File: src/rtl/i2s_frame_sched.sv
// Two-source stereo frame scheduler feeding a 16-bit I2S transmitter's parallel input.
// Optional macro I2S_FRAME_SCHED_MIX_EN adds mode 2: saturating mix of both sources.
`timescale 1ns/1ps
module i2s_frame_sched #(
    parameter int W             = 16,
    parameter int SYNC_STAGES   = 2,
    parameter int UNDERRUN_HOLD = 0
) (
    input  logic           CLK,
    input  logic           RST_n,
    input  logic           en,
`ifdef I2S_FRAME_SCHED_MIX_EN
    input  logic [1:0]     mode,
`else
    input  logic           mode,
`endif
    input  logic           src0_valid,
    output logic           src0_ready,
    input  logic [2*W-1:0] src0_data,
    input  logic           src1_valid,
    output logic           src1_ready,
    input  logic [2*W-1:0] src1_data,
    input  logic           i2s_lrck,
    input  logic           i2s_data_clk,
    output logic [W-1:0]   tx_data,
    output logic [1:0]     grant,
    output logic [15:0]    underrun_cnt
);

    typedef enum logic [1:0] {WAIT_WIN, ARB, DRIVE_L, DRIVE_R} state_t;

    state_t                 state_q, state_d;
    logic [SYNC_STAGES-1:0] lrck_sync_q, dclk_sync_q;
    logic                   dclk_prev_q, live_q;
    logic [2*W-1:0]         buf0_q, buf1_q;
    logic                   full0_q, full1_q;
    logic                   rr_q, rr_d;
    logic [2*W-1:0]         active_q, active_d, last_q, last_d;
    logic [W-1:0]           tx_q, tx_d;
    logic [1:0]             grant_q, grant_d;
    logic [15:0]            ur_q, ur_d;

    logic lrck_s, win_start, rr_mode, g0, g1, pop0, pop1;
    logic [2*W-1:0] pick;

    assign lrck_s    = lrck_sync_q[SYNC_STAGES-1];
    assign win_start = dclk_sync_q[SYNC_STAGES-1] & ~dclk_prev_q;

    // live_q keeps ready low while reset is asserted and for the first cycle after
    assign src0_ready   = en & live_q & ~full0_q;
    assign src1_ready   = en & live_q & ~full1_q;
    assign tx_data      = tx_q;
    assign grant        = grant_q;
    assign underrun_cnt = ur_q;

`ifdef I2S_FRAME_SCHED_MIX_EN
    logic mix_mode;
    assign rr_mode  = (mode == 2'd1);
    assign mix_mode = (mode == 2'd2);

    function automatic logic [W-1:0] sat_add(input logic [W-1:0] a, input logic [W-1:0] b);
        logic [W:0] s;
        s = {a[W-1], a} + {b[W-1], b};
        if (s[W] != s[W-1])
            return s[W] ? {1'b1, {(W-1){1'b0}}} : {1'b0, {(W-1){1'b1}}};
        return s[W-1:0];
    endfunction
`else
    assign rr_mode = mode;
`endif

    // rr_q = 0 means src0 is looked at first
    always_comb begin
        g0 = 1'b0;
        g1 = 1'b0;
        if (rr_mode && rr_q) begin
            g1 = full1_q;
            g0 = full0_q & ~full1_q;
        end else begin
            g0 = full0_q;
            g1 = full1_q & ~full0_q;
        end
`ifdef I2S_FRAME_SCHED_MIX_EN
        if (mix_mode && full0_q && full1_q) begin
            g0 = 1'b1;
            g1 = 1'b1;
        end
`endif
    end

    always_comb begin
`ifdef I2S_FRAME_SCHED_MIX_EN
        if (g0 && g1)
            pick = {sat_add(buf0_q[2*W-1:W], buf1_q[2*W-1:W]),
                    sat_add(buf0_q[W-1:0],   buf1_q[W-1:0])};
        else
            pick = g0 ? buf0_q : buf1_q;
`else
        pick = g0 ? buf0_q : buf1_q;
`endif
    end

    always_comb begin
        state_d  = state_q;
        tx_d     = tx_q;
        grant_d  = grant_q;
        ur_d     = ur_q;
        active_d = en ? active_q : '0;
        last_d   = last_q;
        rr_d     = rr_q;
        pop0     = 1'b0;
        pop1     = 1'b0;
        case (state_q)
            WAIT_WIN: begin
                if (win_start) begin
                    if (!en) begin
                        tx_d    = '0;
                        grant_d = 2'b00;
                    end else if (lrck_s) begin
                        state_d = ARB;
                    end else begin
                        state_d = DRIVE_R;
                    end
                end
            end
            ARB: begin
                state_d = DRIVE_L;
                if (!en) begin
                    tx_d    = '0;
                    grant_d = 2'b00;
                    state_d = WAIT_WIN;
                end else if (g0 || g1) begin
                    pop0     = g0;
                    pop1     = g1;
                    grant_d  = {g1, g0};
                    active_d = pick;
                    last_d   = pick;
                    if (rr_mode) rr_d = g0;
                end else begin
                    ur_d     = (ur_q == 16'hFFFF) ? ur_q : ur_q + 16'd1;
                    grant_d  = 2'b00;
                    active_d = (UNDERRUN_HOLD != 0) ? last_q : '0;
                end
            end
            DRIVE_L: begin
                tx_d    = en ? active_q[2*W-1:W] : '0;
                state_d = WAIT_WIN;
            end
            DRIVE_R: begin
                tx_d    = en ? active_q[W-1:0] : '0;
                state_d = WAIT_WIN;
            end
            default: state_d = WAIT_WIN;
        endcase
    end

    always_ff @(posedge CLK or negedge RST_n) begin
        if (!RST_n) begin
            state_q     <= WAIT_WIN;
            lrck_sync_q <= '1;
            dclk_sync_q <= '0;
            dclk_prev_q <= 1'b0;
            live_q      <= 1'b0;
            buf0_q      <= '0;
            buf1_q      <= '0;
            full0_q     <= 1'b0;
            full1_q     <= 1'b0;
            rr_q        <= 1'b0;
            active_q    <= '0;
            last_q      <= '0;
            tx_q        <= '0;
            grant_q     <= 2'b00;
            ur_q        <= '0;
        end else begin
            state_q     <= state_d;
            lrck_sync_q <= {lrck_sync_q[SYNC_STAGES-2:0], i2s_lrck};
            dclk_sync_q <= {dclk_sync_q[SYNC_STAGES-2:0], i2s_data_clk};
            dclk_prev_q <= dclk_sync_q[SYNC_STAGES-1];
            live_q      <= 1'b1;
            rr_q        <= rr_d;
            active_q    <= active_d;
            last_q      <= last_d;
            tx_q        <= tx_d;
            grant_q     <= grant_d;
            ur_q        <= ur_d;
            // ready is low while full, so a pop and a refill never share a cycle
            if (src0_valid && src0_ready) begin
                buf0_q  <= src0_data;
                full0_q <= 1'b1;
            end else if (pop0) begin
                full0_q <= 1'b0;
            end
            if (src1_valid && src1_ready) begin
                buf1_q  <= src1_data;
                full1_q <= 1'b1;
            end else if (pop1) begin
                full1_q <= 1'b0;
            end
        end
    end

endmodule

File: config.mk
export PLATFORM = sky130hd
export DESIGN_NAME = i2s_frame_sched
export DESIGN_NICKNAME = d
export VERILOG_FILES = /design/src/rtl/i2s_frame_sched.sv
export SDC_FILE = /design/constraint.sdc
export NUM_CORES = 1
export LEC_CHECK = 0
export BUFFER_PORTS_ARGS = -buffer_cell sky130_fd_sc_hd__buf_2
export CAP_MARGIN = 20
export CORE_ASPECT_RATIO = 1.25
export CORE_MARGIN = 8
export CORE_UTILIZATION = 59
export CTS_CLUSTER_DIAMETER = 60
export DETAILED_ROUTE_END_ITERATION = 8
export PLACE_DENSITY = 0.84
export SYNTH_ARGS = -nofsm -noshare
export SYNTH_HDL_FRONTEND = slang
export SYNTH_SLANG_ARGS = --single-unit
File: constraint.sdc
create_clock -name CLK -period 2.9 [get_ports CLK]
set_input_delay 0.145 -clock CLK [delete_from_list [all_inputs] [get_ports CLK]]
set_output_delay 0.145 -clock CLK [all_outputs]
set_load 0.02 [all_outputs]
# --- Word-level counts from Yosys, hierarchy flattened ---
# Cells that the tools add are included.
word_totals:
  romBits: 0
  latchBits: 0
  out_inout_bits: 36
  memories: 0
  elab_cells: 78
  register_bits: 141
  mem_bits_rw: 0
  input_bits: 72
classes:
  mux: 32
  n_addsub: 1
  div: 0
  n_shift: 0
  order_cmp: 0
  bitwise_logic: 11
  n_mul: 0
  eq_ne: 7
  n_reduce_logical: 13
op_table:
  columns: ["cell", "n"]
  rows:
  - ["$mux 32", 5]
  - ["$mux 16", 4]
  - ["$pmux 16 s4", 1]
  - ["$add 16x1->16 const B", 1]
  - ["$eq 16x16->1 const B", 1]
  - ["$mux 2", 8]
  - ["$mux 1", 12]
  - ["$reduce_and 4->1", 2]
  - ["$and 1x1->1", 6]
  - ["$ne 2x2->1 const B", 3]
  - ["$pmux 2 s3", 1]
  - ["$reduce_bool 2->1", 3]
  - ["$not 1->1", 5]
  - ["$eq 2x2->1 const B", 2]
  - ["$pmux 2 s2", 1]
  - ["$logic_and 1x1->1", 3]
  - ["$reduce_and 3->1", 1]
  - ["$eq 2x1->1 const B", 1]
  - ["$logic_not 2->1", 1]
  - ["$reduce_and 2->1", 1]
  - ["$reduce_or 2->1", 1]
  - ["$logic_or 1x1->1", 1]

# --- Depth between registers and ports, before layout ---
depth:
  depth_word: 9
  mapped_depth: 6
  ltp_nobuf: 5

# --- Worst setup path before layout ---
# No wires, ideal clock.
synth_timing:
  path_kind: "reg-to-reg"
  startpoint: "register ur_q[12] (netlist: underrun_cnt[12])"
  endpoint: "register ur_q[1] (netlist: underrun_cnt[1])"
  setup_ns: 0.125
  setup_slack_ns: 1.142
  n_path_buf: 0
  arrival_time_ns: 1.634
  path_stages_with_launch: 5
  period_less_slack_ns: 1.758
  t_required_ns: 2.775
  path_cell_list: "dfrtp_1 nand3_1 nor3_1 a21oi_1 mux2_2"
synth_between:
  elab_chain_cells: 3
synth_rtl:
  columns: ["element", "line", "text"]
  rows:
  - ["from (decl)", "41", "logic [15:0] ur_q, ur_d;"]
  - ["from (signal assigned)", "185", "ur_q <= ur_d;"]
  - ["$eq 16x16->1", "140", "ur_d = (ur_q == 16'hFFFF) ? ur_q : ur_q + 16'd1;"]
  - ["$not 1->1 (no line)", null, null]
  - ["$reduce_and 4->1 (no line)", null, null]
# Every way passes these cells.
# A chain may end at the register's enable or synchronous reset.

# --- Worst setup path in the final report ---
layout_timing:
  startpoint: "register state_q[1]"
  endpoint: "register ur_q[11] (netlist: underrun_cnt[11])"
layout_between:
  elab_chain_cells: 2
layout_rtl:
  columns: ["element", "line", "text"]
  rows:
  - ["from (decl)", "32", "state_t state_q, state_d;"]
  - ["from (signal assigned)", "175", "state_q <= state_d;"]
  - ["$eq 2x1->1", "113", "case (state_q)"]
  - ["$reduce_and 4->1 (no line)", null, null]
# Every way passes these cells.

==> impl_metrics.toml <==
[grt]
grt_max_degree = 73
grt-ovfl-total = 0
grt_pass1_vias = 4773
grt_usage_pct = 23.3
antenna_found_initial = 0
grt_pass1_wl_um = 24500

[cts]
cts_setup_buffers = 0
h-tree-depth = 4
cts_max_path_buffers = 2
path_clk_slew_ps = 60
clock_sinks = 141
cts-root-buf = "clkbuf_16"
numCtsBuffers = 17
clkLatencyLatePin_ps = 410
cts_tree = "yes"
cts-resized-gates = 0

[yosys]
synth_top_area_share_pct = 59.6
yosysMostFrequentCell = "dfrtp_1"
synth.distinct_cells = 38
async_reset_ff_share_pct = 100
seq_area_frac_synth_pct = 60.5
ys_top_cells_by_count = "139 x dfrtp_1, 67 x mux2_2, 48 x mux2i_1, 43 x nand2_1, 38 x o21ai_0"
syn_area_per_cell_sq_um = 13.0
synth_nets = 523
synth_top_flop_cell = "dfrtp_1"
syn_inst = 450
synth_top_cell_by_area = "dfrtp_1"
synth-edff-count = 0
yosys-top-cells-area = "dfrtp_1 60%, mux2_2 13%, mux2i_1 8.2%"
synth_warnings = 0
syn_area_sq_mm = 0.00584
ys_ff_latch = 141

[pwr]
ir_drop_v = 0.000505
p_clk_share_pct = 35.8
p_int_mw = 4.77
p_sw_share_pct = 27.1
power_density_mw_per_mm2 = 833
p_sw_mw = 1.77
p_leak_nw = 3.77
p_seq_share_pct = 43.1
comb_power_share_pct = 21.1

[status]
outcome = "completed"

[worst_setup_path]
critPathLaunch = "state_q[1]"
cpMaxStageDelayCell = "or4_4"
r2r_end = "underrun_cnt[11]"
r2r_start = "state_q[1]"
worst-path-stages = 4
worst-r2r-cell-count = 4
crit_path_cell_trace = "nand3b_2 -> or4_4 -> nor4_1 -> xor2_1"
required_ps = 3230
rrSetupSlack_ps = 980
crit_fanout = 6
cp.arrival_ps = 2260
critPathBufInv = 0
end_kind = "flop"
crit_type = "flop to flop"
critPathMaxStageDelay_ps = 540
crit_family = "simple AND/OR/NAND/NOR gates"
crit_end = "underrun_cnt[11]"
startpoint_type = "flop"

[routing]
via_count = 4280
vias_per_cell = 5.58
drc = 0
wirelength_um = 15000
drt_iter0_drc = 207
drtPass1Iterations = 4
ant_nets = 0
drt-wirelength-per-cell_um = 19.5

[die]
die_w_um = 105
dieArea_sq_mm = 0.0134
ios = 108
die_y_um = 127
start_util_pct = 60.8
coreArea_sq_mm = 0.00961
rows = 40

[timing]
skew_ps = 7.52
setup_viol = 0
worst_slew_pin_slew_ps = 906
fin_crit_ps = 1920
fmax_mhz = 520
setup_slack_ps = 977
holdWs_ps = 40.9
finalHoldViolations = 0
maxSlewViolCount = 0
grt_setup_unrepaired = "no"
slew-limit-headroom_pct = 39.4
fin_crit_sh_pct = 66.3
timing.setup.tns_ps = 0

[place]
hpwl_um = 8780
dpl_worst_slack_ps = 997
portBuffers = 107
place.gp.congestion = 0.817

[layout]
nNetsFinal = 702
n_antenna_cell = 0
finish.utilization_pct = 81.8
syn2layout_area_growth_pct = 34.6
drive_above_1_share_pct = 34.6

[hold_path]
hold_path.class = "primary input to flop"

[job]
drv_cap = 0
-- logic make-up (layout without fill, tap and decap cells) --
kind of cell	Yosys count	in the layout	synth area share (%)
AOI/OAI and AO/OA	70	70	7.54
xor gates and xnor gates	13	13	1.95
adders and majority gates	1	1	0.214
buffers and inverters	28	219	1.91
DFF	141	141	60.5
and+or+nand+nor	81	81	6.71
muxes	115	115	21.1
other	1	1	0.0642
-- cell type report --
| class | count | area [sq um] |
|---|---|---|
| Fill cell | 543 | 1750 |
| Inverter | 8 | 30.0 |
| Clock buffer | 19 | 443 |
| Sequential cell | 141 | 3530 |
| Clock inverter | 12 | 194 |
| Timing Repair Buffer | 180 | 1280 |
| Multi-Input combinational cell | 281 | 2230 |
| Tap cell | 126 | 158 |
-- flip-flops by register name (all words and copies together), names as in the netlist --
name / cells
full1_q: 1
live_q: 1
rr_q: 1
buf0_q: 32
dclk_sync_q: 2
buf1_q: 32
active_q: 32
dclk_prev_q: 1
state_q: 2
full0_q: 1
underrun_cnt: 16
tx_data: 16
lrck_sync_q: 2
grant: 2
-- tightest hold or removal path, delay by kind of cell --
kind | cells | cell delay, ps
buf+inv | 2 | 190
compound gates | 1 | 70
-- power by group through the flow --
stage               Combinational, mW  Clock [mW]  Sequential (mW)
floorplan                       0.920           0             2.74
global placement                 1.21           0             2.79
detailed placement               1.27           0             2.83
CTS                              1.36        2.35             2.80
global route                     1.49        2.45             2.88
finish                           1.38        2.34             2.82
-- metal layers --
metal / vias up / track usage [%] / wire length, um
li1: 1961 / - / -
met1: 2148 / 25.3 / 5620
met2: 136 / 41.8 / 8240
met3: 35 / 5.89 / 715
met4: 0 / 10.5 / 425
met5: - / 0 / 0
-- worst min path at each step --
stage	cells past startpoint	to	from
2_1_floorplan	0	active_q[0]	RST_n
3_3_place_gp	1	buf1_q[26]	RST_n
3_5_place_dp	1	buf1_q[26]	RST_n
4_1_cts	3	rr_q	mode
5_1_grt	3	rr_q	mode
6_report	3	rr_q	mode
-- cell usage in the layout, fill, tap and decap left out, types with 2 or more instances in the layout --
cell type,n
dfrtp_1,139
buf_2,106
mux2_2,67
dlygate4sd3_1,67
mux2i_1,48
nand2_1,41
o21ai_0,37
clkbuf_16,17
o2bb2ai_1,16
xor2_1,10
inv_1,8
nand3_1,8
nor2_1,7
a211oi_1,5
bufinv_16,5
nor3_1,4
nor4_1,4
a21oi_1,4
clkinv_2,4
buf_4,4
nand4_1,3
xnor2_1,3
nand2_2,2
nand2b_1,2
a21o_1,2
or2_2,2
clkinvlp_4,2
dfstp_2,2
-- metrics by stage --
step           cell area [sq um]  power, mW  cells
6_report                    7860       6.55    767
5_1_grt                     7860       6.82    767
4_1_cts                     7850       6.52    766
3_5_place_dp                6540       4.10    668
3_3_place_gp                6540       4.00    668
2_1_floorplan               5840       3.66    450
-- repair_timing --
item	4_1_cts	5_1_grt
hold buffers	67	0
setup endpoints to repair	0	0
endpoints found under the hold margin	137	0
No activity file was read; power rests on OpenSTA's default activity.
